$ cat config.mk
export PLATFORM = sky130hd
export DESIGN_NAME = psram_arbiter
export DESIGN_NICKNAME = d
export VERILOG_FILES = /design/src/rtl/psram_arbiter.sv
export SDC_FILE = /design/constraint.sdc
export NUM_CORES = 1
export LEC_CHECK = 0
export ABC_AREA = 1
export CAP_MARGIN = 0
export CORE_AREA = 10 10 99 123
export DETAILED_ROUTE_END_ITERATION = 10
export DIE_AREA = 0 0 109 133
export PLACE_DENSITY = 0.87
export SYNTH_ARGS = -nofsm -noshare
export SYNTH_HDL_FRONTEND = slang
export SYNTH_SLANG_ARGS = --single-unit
$ cat constraint.sdc
create_clock -name i_clk -period 2.6 [get_ports i_clk]
set_clock_uncertainty 0.1 [all_clocks]
set_input_delay 0.26 -clock i_clk [delete_from_list [all_inputs] [get_ports i_clk]]
set_output_delay 0.26 -clock i_clk [all_outputs]
set_load 0.02 [all_outputs]
$ cat src/rtl/psram_arbiter.sv
// psram_arbiter: three-port arbiter (port 0 priority with starvation guard, ports 1/2 round-robin) in front of a PSRAM controller
// ports: i_clk/i_rst clock and async active-high reset; i_req/i_we/i_addrN/i_dinN per-port requests;
//        o_ack/o_rdata completion and read data; o_ready init done; o_gnt current owner (3 = none);
//        o_mem_stb/o_mem_we/o_mem_addr/o_mem_din controller command; i_mem_busy/i_mem_done/i_mem_dout controller status
module psram_arbiter #(
  parameter int STARVE_LIMIT = 8
) (
  input  logic        i_clk,
  input  logic        i_rst,
  input  logic [2:0]  i_req,
  input  logic [2:0]  i_we,
  input  logic [23:0] i_addr0,
  input  logic [23:0] i_addr1,
  input  logic [23:0] i_addr2,
  input  logic [15:0] i_din0,
  input  logic [15:0] i_din1,
  input  logic [15:0] i_din2,
  output logic [2:0]  o_ack,
  output logic [15:0] o_rdata,
  output logic        o_ready,
  output logic [1:0]  o_gnt,
  output logic        o_mem_stb,
  output logic        o_mem_we,
  output logic [23:0] o_mem_addr,
  output logic [15:0] o_mem_din,
  input  logic        i_mem_busy,
  input  logic        i_mem_done,
  input  logic [15:0] i_mem_dout
);
  localparam logic [2:0] INIT  = 3'd0;
  localparam logic [2:0] IDLE  = 3'd1;
  localparam logic [2:0] ISSUE = 3'd2;
  localparam logic [2:0] WAIT  = 3'd3;
  localparam logic [2:0] DONE  = 3'd4;
  localparam logic [3:0] LIMIT = 4'(STARVE_LIMIT);
  logic [2:0]  state;
  logic        rr;
  logic [3:0]  starve;
  logic        gen;
  logic        skip0;
  logic [1:0]  win;
  logic [23:0] win_addr;
  logic [15:0] win_din;
  always_comb begin
    gen      = |i_req[2:1];
    skip0    = gen && starve == LIMIT;
    win      = i_req[0] && !skip0 ? 2'd0 : i_req[1] && (!i_req[2] || !rr) ? 2'd1 : 2'd2;
    win_addr = win == 2'd0 ? i_addr0 : win == 2'd1 ? i_addr1 : i_addr2;
    win_din  = win == 2'd0 ? i_din0 : win == 2'd1 ? i_din1 : i_din2;
  end
  always_ff @(posedge i_clk or posedge i_rst)
    if (i_rst) begin
      state      <= INIT;
      o_ack      <= '0;
      o_rdata    <= '0;
      o_ready    <= 1'b0;
      o_gnt      <= 2'd3;
      o_mem_stb  <= 1'b0;
      o_mem_we   <= 1'b0;
      o_mem_addr <= '0;
      o_mem_din  <= '0;
      rr         <= 1'b0;
      starve     <= '0;
    end else begin
      o_ack <= '0;
      case (state)
        INIT: if (!i_mem_busy && i_mem_done) begin
          o_ready <= 1'b1;
          state   <= IDLE;
        end
        IDLE: if (|i_req) begin
          o_mem_we   <= i_we[win];
          o_mem_addr <= win_addr;
          o_mem_din  <= win_din;
          o_mem_stb  <= 1'b1;
          o_gnt      <= win;
          state      <= ISSUE;
          if (win == 2'd0) begin
            if (gen && starve != LIMIT) starve <= starve + 4'd1;
          end else begin
            starve <= '0;
            rr     <= win == 2'd1;
          end
        end
        ISSUE: if (i_mem_busy) begin
          o_mem_stb <= 1'b0;
          state     <= WAIT;
        end
        WAIT: if (!i_mem_busy && i_mem_done) begin
          o_ack <= 3'b001 << o_gnt;
          if (!o_mem_we) o_rdata <= i_mem_dout;
          state <= DONE;
        end
        DONE: begin
          o_gnt <= 2'd3;
          state <= IDLE;
        end
        default: state <= INIT;
      endcase
    end
endmodule

== Word level (Yosys, flattened, before mapping) ==
Cells that the tools add are included.
Storage, ports and cells
  register bits: 72
  input bits: 146
  word-level logic and storage cells: 74
Operators by class
  add/sub/neg operators: 1
  $lt $le $gt $ge: 1
  equality and inequality tests: 12
  shift-type cells: 1
  multiplexer cells: 22
  bitwise operators: 2
  reductions and logical operators: 24
Operator list (count)
  $mux W24: 2
  $mux W16: 2
  $mux W3: 6
  $pmux W3 S5: 1
  $reduce_and A3 Y1: 4
  $mux W4: 2
  $ne A2 B2 Y1 const B: 4
  $eq A3 B2 Y1 const B: 2
  $mux W2: 3
  $reduce_and A2 Y1: 3
  $logic_and A1 B1 Y1: 5
  $add A4 B1 Y4 const B: 1
  $eq A4 B4 Y1 const B: 1
  $logic_not A1 Y1: 4
  $ne A4 B4 Y1 const B: 1
  $pmux W2 S2: 1
  $reduce_and A4 Y1: 1
  $reduce_bool A2 Y1: 2
  $eq A3 B1 Y1 const B: 1
  $eq A3 B3 Y1 const B: 1
  $logic_not A3 Y1: 1
  $lt A2 B3 Y1 const B: 1
  $mux W1: 3
  $reduce_or A3 Y1: 1
  9 further kinds: 10

== Depth between registers and ports, before layout ==
Gate-level depths: netlist of the first run.
  depth after elaboration: 8
  gate-level depth with buffers: 12

== Least setup slack after synthesis of the first run ==
No wires, ideal clock.
  path kind: flip-flop to flip-flop
  start point: reg starve[0]
  end point: reg o_mem_we
  data arrival time: 1429 ps
  setup slack: 1009 ps
  cell stages (with the launch flop): 13
  buffers on the path: 2
  clock period less this slack: 1591 ps
  path through: dfrtp_1 > inv_1 > ha_1 > nand2_1 > nor2_1 > nand2_1 > nand2_1 > buf_4 > buf_2 > nand3_1 > nand3_1 > nand2_1 > inv_1
Between the ends
  word-level cells in the longest chain between the ends: 7
Ends and longest elaborated chain
  start, declared: RTL line 38  | logic [3:0] starve;
  start signal, assigned: RTL line 79  | if (gen && starve != LIMIT) starve <= starve + 4'd1;
  $eq A4 B4 Y1: RTL line 46  | skip0 = gen && starve == LIMIT;
  $logic_and A1 B1 Y1: RTL line 46
  $logic_not A1 Y1: RTL line 47  | win = i_req[0] && !skip0 ? 2'd0 : i_req[1] && (!i_req[2] || !rr) ? 2'd1 : 2'd2;
  $logic_and A1 B1 Y1: RTL line 47
  $mux W2: RTL line 47
  $bmux W1 S2: RTL line 72  | o_mem_we <= i_we[win];
  $mux W1 (implied by the code): RTL line 72
  end signal, assigned: RTL line 72
  end, declared: RTL line 23  | output logic o_mem_we,
Every way passes these cells. The select of a mux whose other input is x is not followed.
A chain may end at the register's enable or synchronous reset.

== Worst setup path in the final report of the first run ==
  start point: reg starve[0]
  end point: reg o_mem_addr[9]
Between the ends
  word-level cells in the longest chain between the ends: 8
  elaborated cells on any way between the ends: 9
Ends and longest elaborated chain
  $eq A4 B4 Y1 *: RTL line 46
  $logic_and A1 B1 Y1 *: RTL line 46
  $logic_not A1 Y1 *: RTL line 47
  $logic_and A1 B1 Y1 *: RTL line 47
  $mux W2 *: RTL line 47
  $eq A2 B1 Y1: RTL line 48  | win_addr = win == 2'd0 ? i_addr0 : win == 2'd1 ? i_addr1 : i_addr2;
  $mux W24: RTL line 48
  $mux W24 *: RTL line 48
  end signal, assigned: RTL line 73  | o_mem_addr <= win_addr;
  end, declared: RTL line 24  | output logic [23:0] o_mem_addr,
Mark *: on every way between the ends. The rest lies on a longest branch, timed or not.

==> results_dict.tcl, run 1 <==
set metrics [dict create \
    post_drt_wl_per_cell_um 16.8 \
    hold_buffers 0 \
    grt_overflow 0 \
    grt_util_all_layers 0.198 \
    cts_buffer_depth 2 \
    syn_nets 666 \
    grt_pass1_vias 4521 \
    syn_area_per_cell_sq_um 7.24 \
    cp.required_ns 2.75 \
    maxCapViolCount 0 \
    relSlewSlack 0.670 \
    cts_setup_buffers 0 \
    dp_hpwl_um 11600 \
    switching_share 0.399 \
    n_fill_cell 820 \
    setup_violations 0 \
    finalHoldViolCount 0 \
    io_pins 210 \
    fin_cells 861 \
    h-tree-depth 3 \
    clk_pin_slew_worst_paths_ns 0.06 \
    synthFlopType "dfrtp_1" \
    place_inst 845 \
    initial_core_util 0.379 \
    status "finished, final reports clean" \
    cts_tree "yes" \
    antenna_found_initial 0 \
    core_sq_um 9900 \
    fin_crit_sh 0.797 \
    clock.fmax_ghz 0.483 \
    holdCritPathClass "in -> async" \
    clk_latency_ns 0.32 \
    ctsResizeCount 0 \
    routed_wl_um 14500 \
    power.switching_uw 2470 \
    cts_sinks 72 \
    rows 41 \
    cp-start-kind "flip-flop" \
    grt_pass1_wl_um 23000 \
    synth-edff-count 0 \
    area.sequential_sq_um 1800 \
    yosysSeqAreaShare 0.481 \
    drtIter0Drc 226 \
    ys_seq_elements 72 \
    multi_input_area_sq_um 1720 \
    finalSetupTns_ns 0 \
    place_congestion 0.879 \
    worstSetupEndpointType "flip-flop" \
    pwr-share-clk 0.176 \
    viasPerCell 4.98 \
    worst-path-max-fanout 27 \
    die_w_um 109 \
    drc 0 \
    pwr-share-seq 0.314 \
    rsz0062_at_grt "no" \
    yosys_warnings 0 \
    criticalPathCategory "reg -> reg" \
    nNetsFinal 875 \
    power.leakage_uw 0.00298 \
    firstDrtPassIters 5 \
    ys_async_sr_fraction 1.00 \
    die_height_um 133 \
    pwr-share-comb 0.510 \
    synth_cells 518 \
    antenna_cells 0 \
    syn2layout_area_growth_pct 66.8 \
    ant_nets 0 \
    ys_types 29 \
    root_buffer "clkbuf_16" \
    drive_above_1_share 0.0560 \
    irDropWorstVdd_uv 426 \
    grt_max_degree 42 \
    drv_slew 0 \
    p_int_uw 3720 \
    port_buffers 209 \
    cts_buffers 9 \
    die_area_sq_um 14500 \
    timing.final.crit_period_ns 2.07 \
    cp.arrival_ns 2.22 \
    routed-via-count 4286 \
    syn_area_sq_um 3750 \
    worst_pin_slew_ns 0.495 \
    powerDensity_nw_per_um2 989 \
]
cells by family (layout without fill, tap and decap cells):
kind of cell,Yosys count,in the layout,share of synthesized area
buf+inv,52,266,0.0627
fa+ha+maj,2,2,0.00667
xor+xnor,2,2,0.00467
flops,72,72,0.481
simple gates,379,379,0.427
compound gates,11,11,0.0183
path summary, 6_finish.rpt:
check / from / to / slack [ns] / cells after the start
max in group asynchronous: i_rst / o_gnt[0] / 1.57 / 3
min in group i_clk: o_ready / o_ready / 0.36 / 1
hold reg to reg: o_ready / o_ready / 0.36 / 1
setup / recovery: starve[0] / o_mem_addr[9] / 0.53 / 12
setup reg to reg: starve[0] / o_mem_addr[9] / 0.53 / 12
hold / removal: i_rst / o_mem_din[10] / 0.06 / 2
cells in the mapped netlist, drive strengths merged, types with 3 or more instances:
library cell / number / area, sq um
buf: 23 / 126
clkbuf: 5 / 18.8
dfrtp: 70 / 1750
inv: 24 / 90.1
nand2: 251 / 945
nand3: 107 / 536
nor2: 12 / 55.1
nor3: 3 / 26.3
o21ai: 5 / 25.0
state kept, by name (all words and copies together), names as in the netlist:
name        cells
o_mem_stb       1
o_mem_we        1
o_rdata        16
o_mem_din      16
o_ready         1
starve          4
o_ack           3
o_mem_addr     24
state           3
o_gnt           2
rr              1
layer usage:
| metal | track usage | share of wire |
|---|---|---|
| met5 | 0 | 0 |
| met4 | 0.0940 | 0.033 |
| met3 | 0.0622 | 0.090 |
| met2 | 0.345 | 0.52 |
| met1 | 0.208 | 0.36 |
through the flow:
step / utilization / setup slack, ns / hold WS, ns / total power [uW] / area, sq um
floorplan: - / 0.418 / 0.293 / 3570 / 3750
global placement: 0.605 / 0.453 / 0.353 / 5030 / 5990
detailed placement: 0.605 / 0.339 / 0.351 / 5140 / 5990
CTS: 0.632 / 0.506 / 0.0690 / 6260 / 6260
global route: 0.632 / 0.316 / 0.0867 / 6630 / 6260
finish: 0.632 / 0.527 / 0.0649 / 6190 / 6260
critical path, cell delays in order (launching register included):
cell,delay [ns]
dfrtp_1,0.39
inv_1,0.10
ha_1,0.15
nand2_1,0.05
nor2_1,0.09
nand2_1,0.09
nand2_2,0.11
buf_4,0.29
nand3_1,0.19
inv_1,0.11
buf_4,0.18
nand2_1,0.06
nand3_1,0.08
cells in the final DEF, fill, tap and decap left out, types with 3 or more instances in the layout:
cell type        count
nand2_1            249
clkdlybuf4s50_1    209
nand3_1            107
dfrtp_1             70
inv_1               21
buf_4               17
nor2_1              10
clkbuf_16            9
o21ai_0              5
clkbuf_1             5
inv_2                3
layout make-up:
class	instances	share of cell area
tap	129	0.0258
clock buffer	15	0.0412
inverter	24	0.0144
multi-input combinational	394	0.275
clock inverter	1	0.000800
timing repair buffer	226	0.355
sequential	72	0.288
power groups by stage:
| stage | Sequential, uW | Combinational [uW] | Clock [uW] |
|---|---|---|---|
| final | 1950 | 3160 | 1090 |
| after global routing | 2000 | 3460 | 1170 |
| after CTS | 1940 | 3200 | 1110 |
| after detailed placement | 1940 | 3200 | 0 |
| after global placement | 1920 | 3110 | 0 |
| after floorplan | 2450 | 1120 | 0 |
(Power assumes the default switching activity.)
==> run 2: changes to the inputs <==
--- a/config.mk
+++ b/config.mk
@@ -7,10 +7,10 @@
 export LEC_CHECK = 0
 export ABC_AREA = 1
 export CAP_MARGIN = 0
-export CORE_AREA = 10 10 99 123
+export CORE_AREA = 10 10 104 129
 export DETAILED_ROUTE_END_ITERATION = 10
-export DIE_AREA = 0 0 109 133
-export PLACE_DENSITY = 0.87
+export DIE_AREA = 0 0 114 139
+export PLACE_DENSITY = 0.83
 export SYNTH_ARGS = -nofsm -noshare
 export SYNTH_HDL_FRONTEND = slang
 export SYNTH_SLANG_ARGS = --single-unit
==> constraint.sdc (replaced) <==
create_clock -name i_clk -period 1.7 [get_ports i_clk]
set_clock_uncertainty 0.1 [all_clocks]
set_input_delay 0.17 -clock i_clk [delete_from_list [all_inputs] [get_ports i_clk]]
set_output_delay 0.17 -clock i_clk [all_outputs]
set_load 0.02 [all_outputs]
==> run 2 against run 1 <==
Net effect:
- the flow now finishes with violations (setup timing)
- cell area grew 8.0%
- via count grew 3.1%
- register-to-register slack lost 0.54 ns
- critical path depth is the same
- clock power grew 85%
- utilization shrank 1.6 points
- critical endpoint is now o_mem_din[3]
- largest cell class unchanged
==> results_dict.tcl, run 2 (synthesized netlist as in run 1, its figures left out) <==
set metrics [dict create \
    status "finished, violations left" \
    violations "setup timing" \
    grt_overflow 0 \
    crit_end "o_mem_din[3]" \
    crit_path_start "starve[1]" \
    dp_hpwl_um 12000 \
    worst-path-max-fanout 7 \
    largest_register_ffs 24 \
    grt_util_all_layers 0.185 \
    cp.arrival_ns 1.88 \
    fin_crit_sh 1.01 \
    drtIter0Drc 329 \
    power.switching_uw 3970 \
    final_common_cell "nand2_1" \
    cp.required_ns 1.87 \
    holdCritPathClass "in -> async" \
    antenna_found_initial 0 \
    hold_buffers 0 \
    die_height_um 139 \
    final_cell_mix "nand2_1 (246), clkdlybuf4s50_1 (207), nand3_1 (96)" \
    cts_buffer_depth 2 \
    pwr-share-comb 0.511 \
    setup_slack_ns -0.0145 \
    finalHoldViolCount 0 \
    top_regs "o_mem_addr (24), o_mem_din (16), o_rdata (16)" \
    die_area_sq_um 15800 \
    r2r_end "o_mem_din[3]" \
    pwr-share-clk 0.197 \
    power.leakage_uw 0.00320 \
    timing.rr.start "starve[1]" \
    worstSetupEndpointType "flip-flop" \
    post_drt_wl_per_cell_um 18.0 \
    root_buffer "clkbuf_16" \
    maxCapViolCount 0 \
    timing.final.crit_period_ns 1.71 \
    irDropWorstVdd_uv 623 \
    die_w_um 114 \
    routed_wl_um 16000 \
    cts_sinks 72 \
    rsz0062_at_grt "yes" \
    place_congestion 0.848 \
    criticalPathCategory "reg -> reg" \
    grt_pass1_vias 4532 \
    io_pins 210 \
    setup_violations 3 \
    cts_tree "yes" \
    pwr-share-seq 0.291 \
    viasPerCell 4.97 \
    switching_share 0.389 \
    cp-start-kind "flip-flop" \
    initial_core_util 0.342 \
    rows 43 \
    port_buffers 209 \
    drv_slew 0 \
    routed-via-count 4417 \
    syn2layout_area_growth_pct 80.2 \
    largest-register "o_mem_addr" \
    relSlewSlack 0.783 \
    clock.fmax_ghz 0.583 \
    grt_max_degree 42 \
    place_ws_ns -0.139 \
    firstDrtPassIters 5 \
    drive_above_1_share 0.116 \
    p_int_uw 6240 \
    cts_buffers 9 \
    drc 0 \
    grt_pass1_wl_um 23700 \
    p_total_uw 10200 \
    h-tree-depth 3 \
    worst_pin_slew_ns 0.322 \
    core_sq_um 11000 \
    clk_pin_slew_worst_paths_ns 0.06 \
    rrSetupSlack_ns -0.01 \
    clk_latency_ns 0.33 \
    ant_nets 0 \
    nNetsFinal 896 \
    powerDensity_nw_per_um2 1510 \
    reg2reg_depth 12 \
]
## run 2: per-layer routing
| layer | vias to the layer above | wire, um | GRT usage |
|---|---|---|---|
| met1 | 2063 | 5790 | 0.189 |
| met4 | 0 | 636 | 0.0899 |
| met2 | 197 | 8230 | 0.325 |
| li1 | 2114 | - | - |
| met5 | - | 0 | 0 |
| met3 | 43 | 1360 | 0.0610 |
## run 2: power groups by stage
stage | Combinational, uW | Sequential (uW) | Clock (uW)
2_1_floorplan | 1710 | 3740 | 0
3_3_place_gp | 4940 | 2930 | 0
3_5_place_dp | 5080 | 2960 | 0
4_1_cts | 5080 | 2960 | 2060
5_1_grt | 5650 | 3070 | 2140
6_report | 5220 | 2970 | 2020
## run 2: what timing repair did
action | 4_1_cts | 5_1_grt
setup buffers | 0 | 2
pin swaps | 0 | 14
resized for setup | 3 | 30
endpoints found under the setup margin | 5 | 45
cloned | 0 | 5
hold endpoints to repair | 0 | 0
## run 2: area by class of cell
type	count	area (sq um)
diodes	1	2.50
clock buffers	10	239
clock inverters	6	82.6
fillers	956	4220
inverters	24	98.8
multi-input cells	394	1800
flip-flops and latches	72	1800
well taps	135	169
repair buffers	247	2560
## run 2: how the worst min path moves through the flow
stage	slack, ns	end	start	depth (start not counted)
6_report	0.02	o_rdata[13]	i_rst	2
5_1_grt	0.03	o_rdata[14]	i_rst	2
4_1_cts	0.02	o_rdata[11]	i_rst	2
3_5_place_dp	0.36	o_rdata[11]	o_rdata[11]	2
3_3_place_gp	0.35	o_rdata[14]	o_rdata[14]	2
2_1_floorplan	0.20	o_mem_addr[0]	i_addr1[0]	2
## run 2: critical path, stage by stage (launching register included)
cell and delay (ns):
dfrtp_1 0.39, inv_2 0.08, ha_4 0.13, nand2_2 0.05, nor2_2 0.11, nand2_2 0.08, nand2_4 0.14, buf_8 0.15
clkbuf_16 0.17, nand3_2 0.07, nand2_1 0.06, nand2_1 0.05, nand3_1 0.07
## run 2: metrics by stage
stage               instance area, sq um  setup TNS [ns]  hold slack (ns)  instances  utilization
floorplan                           3750               0            0.203        518            -
global placement                    6200           -2.87            0.353        865        0.565
detailed placement                  6200           -4.51            0.359        865        0.565
CTS                                 6520               0           0.0169        881        0.594
global route                        6760           -3.52           0.0291        888        0.616
finish                              6760         -0.0151           0.0214        889        0.616
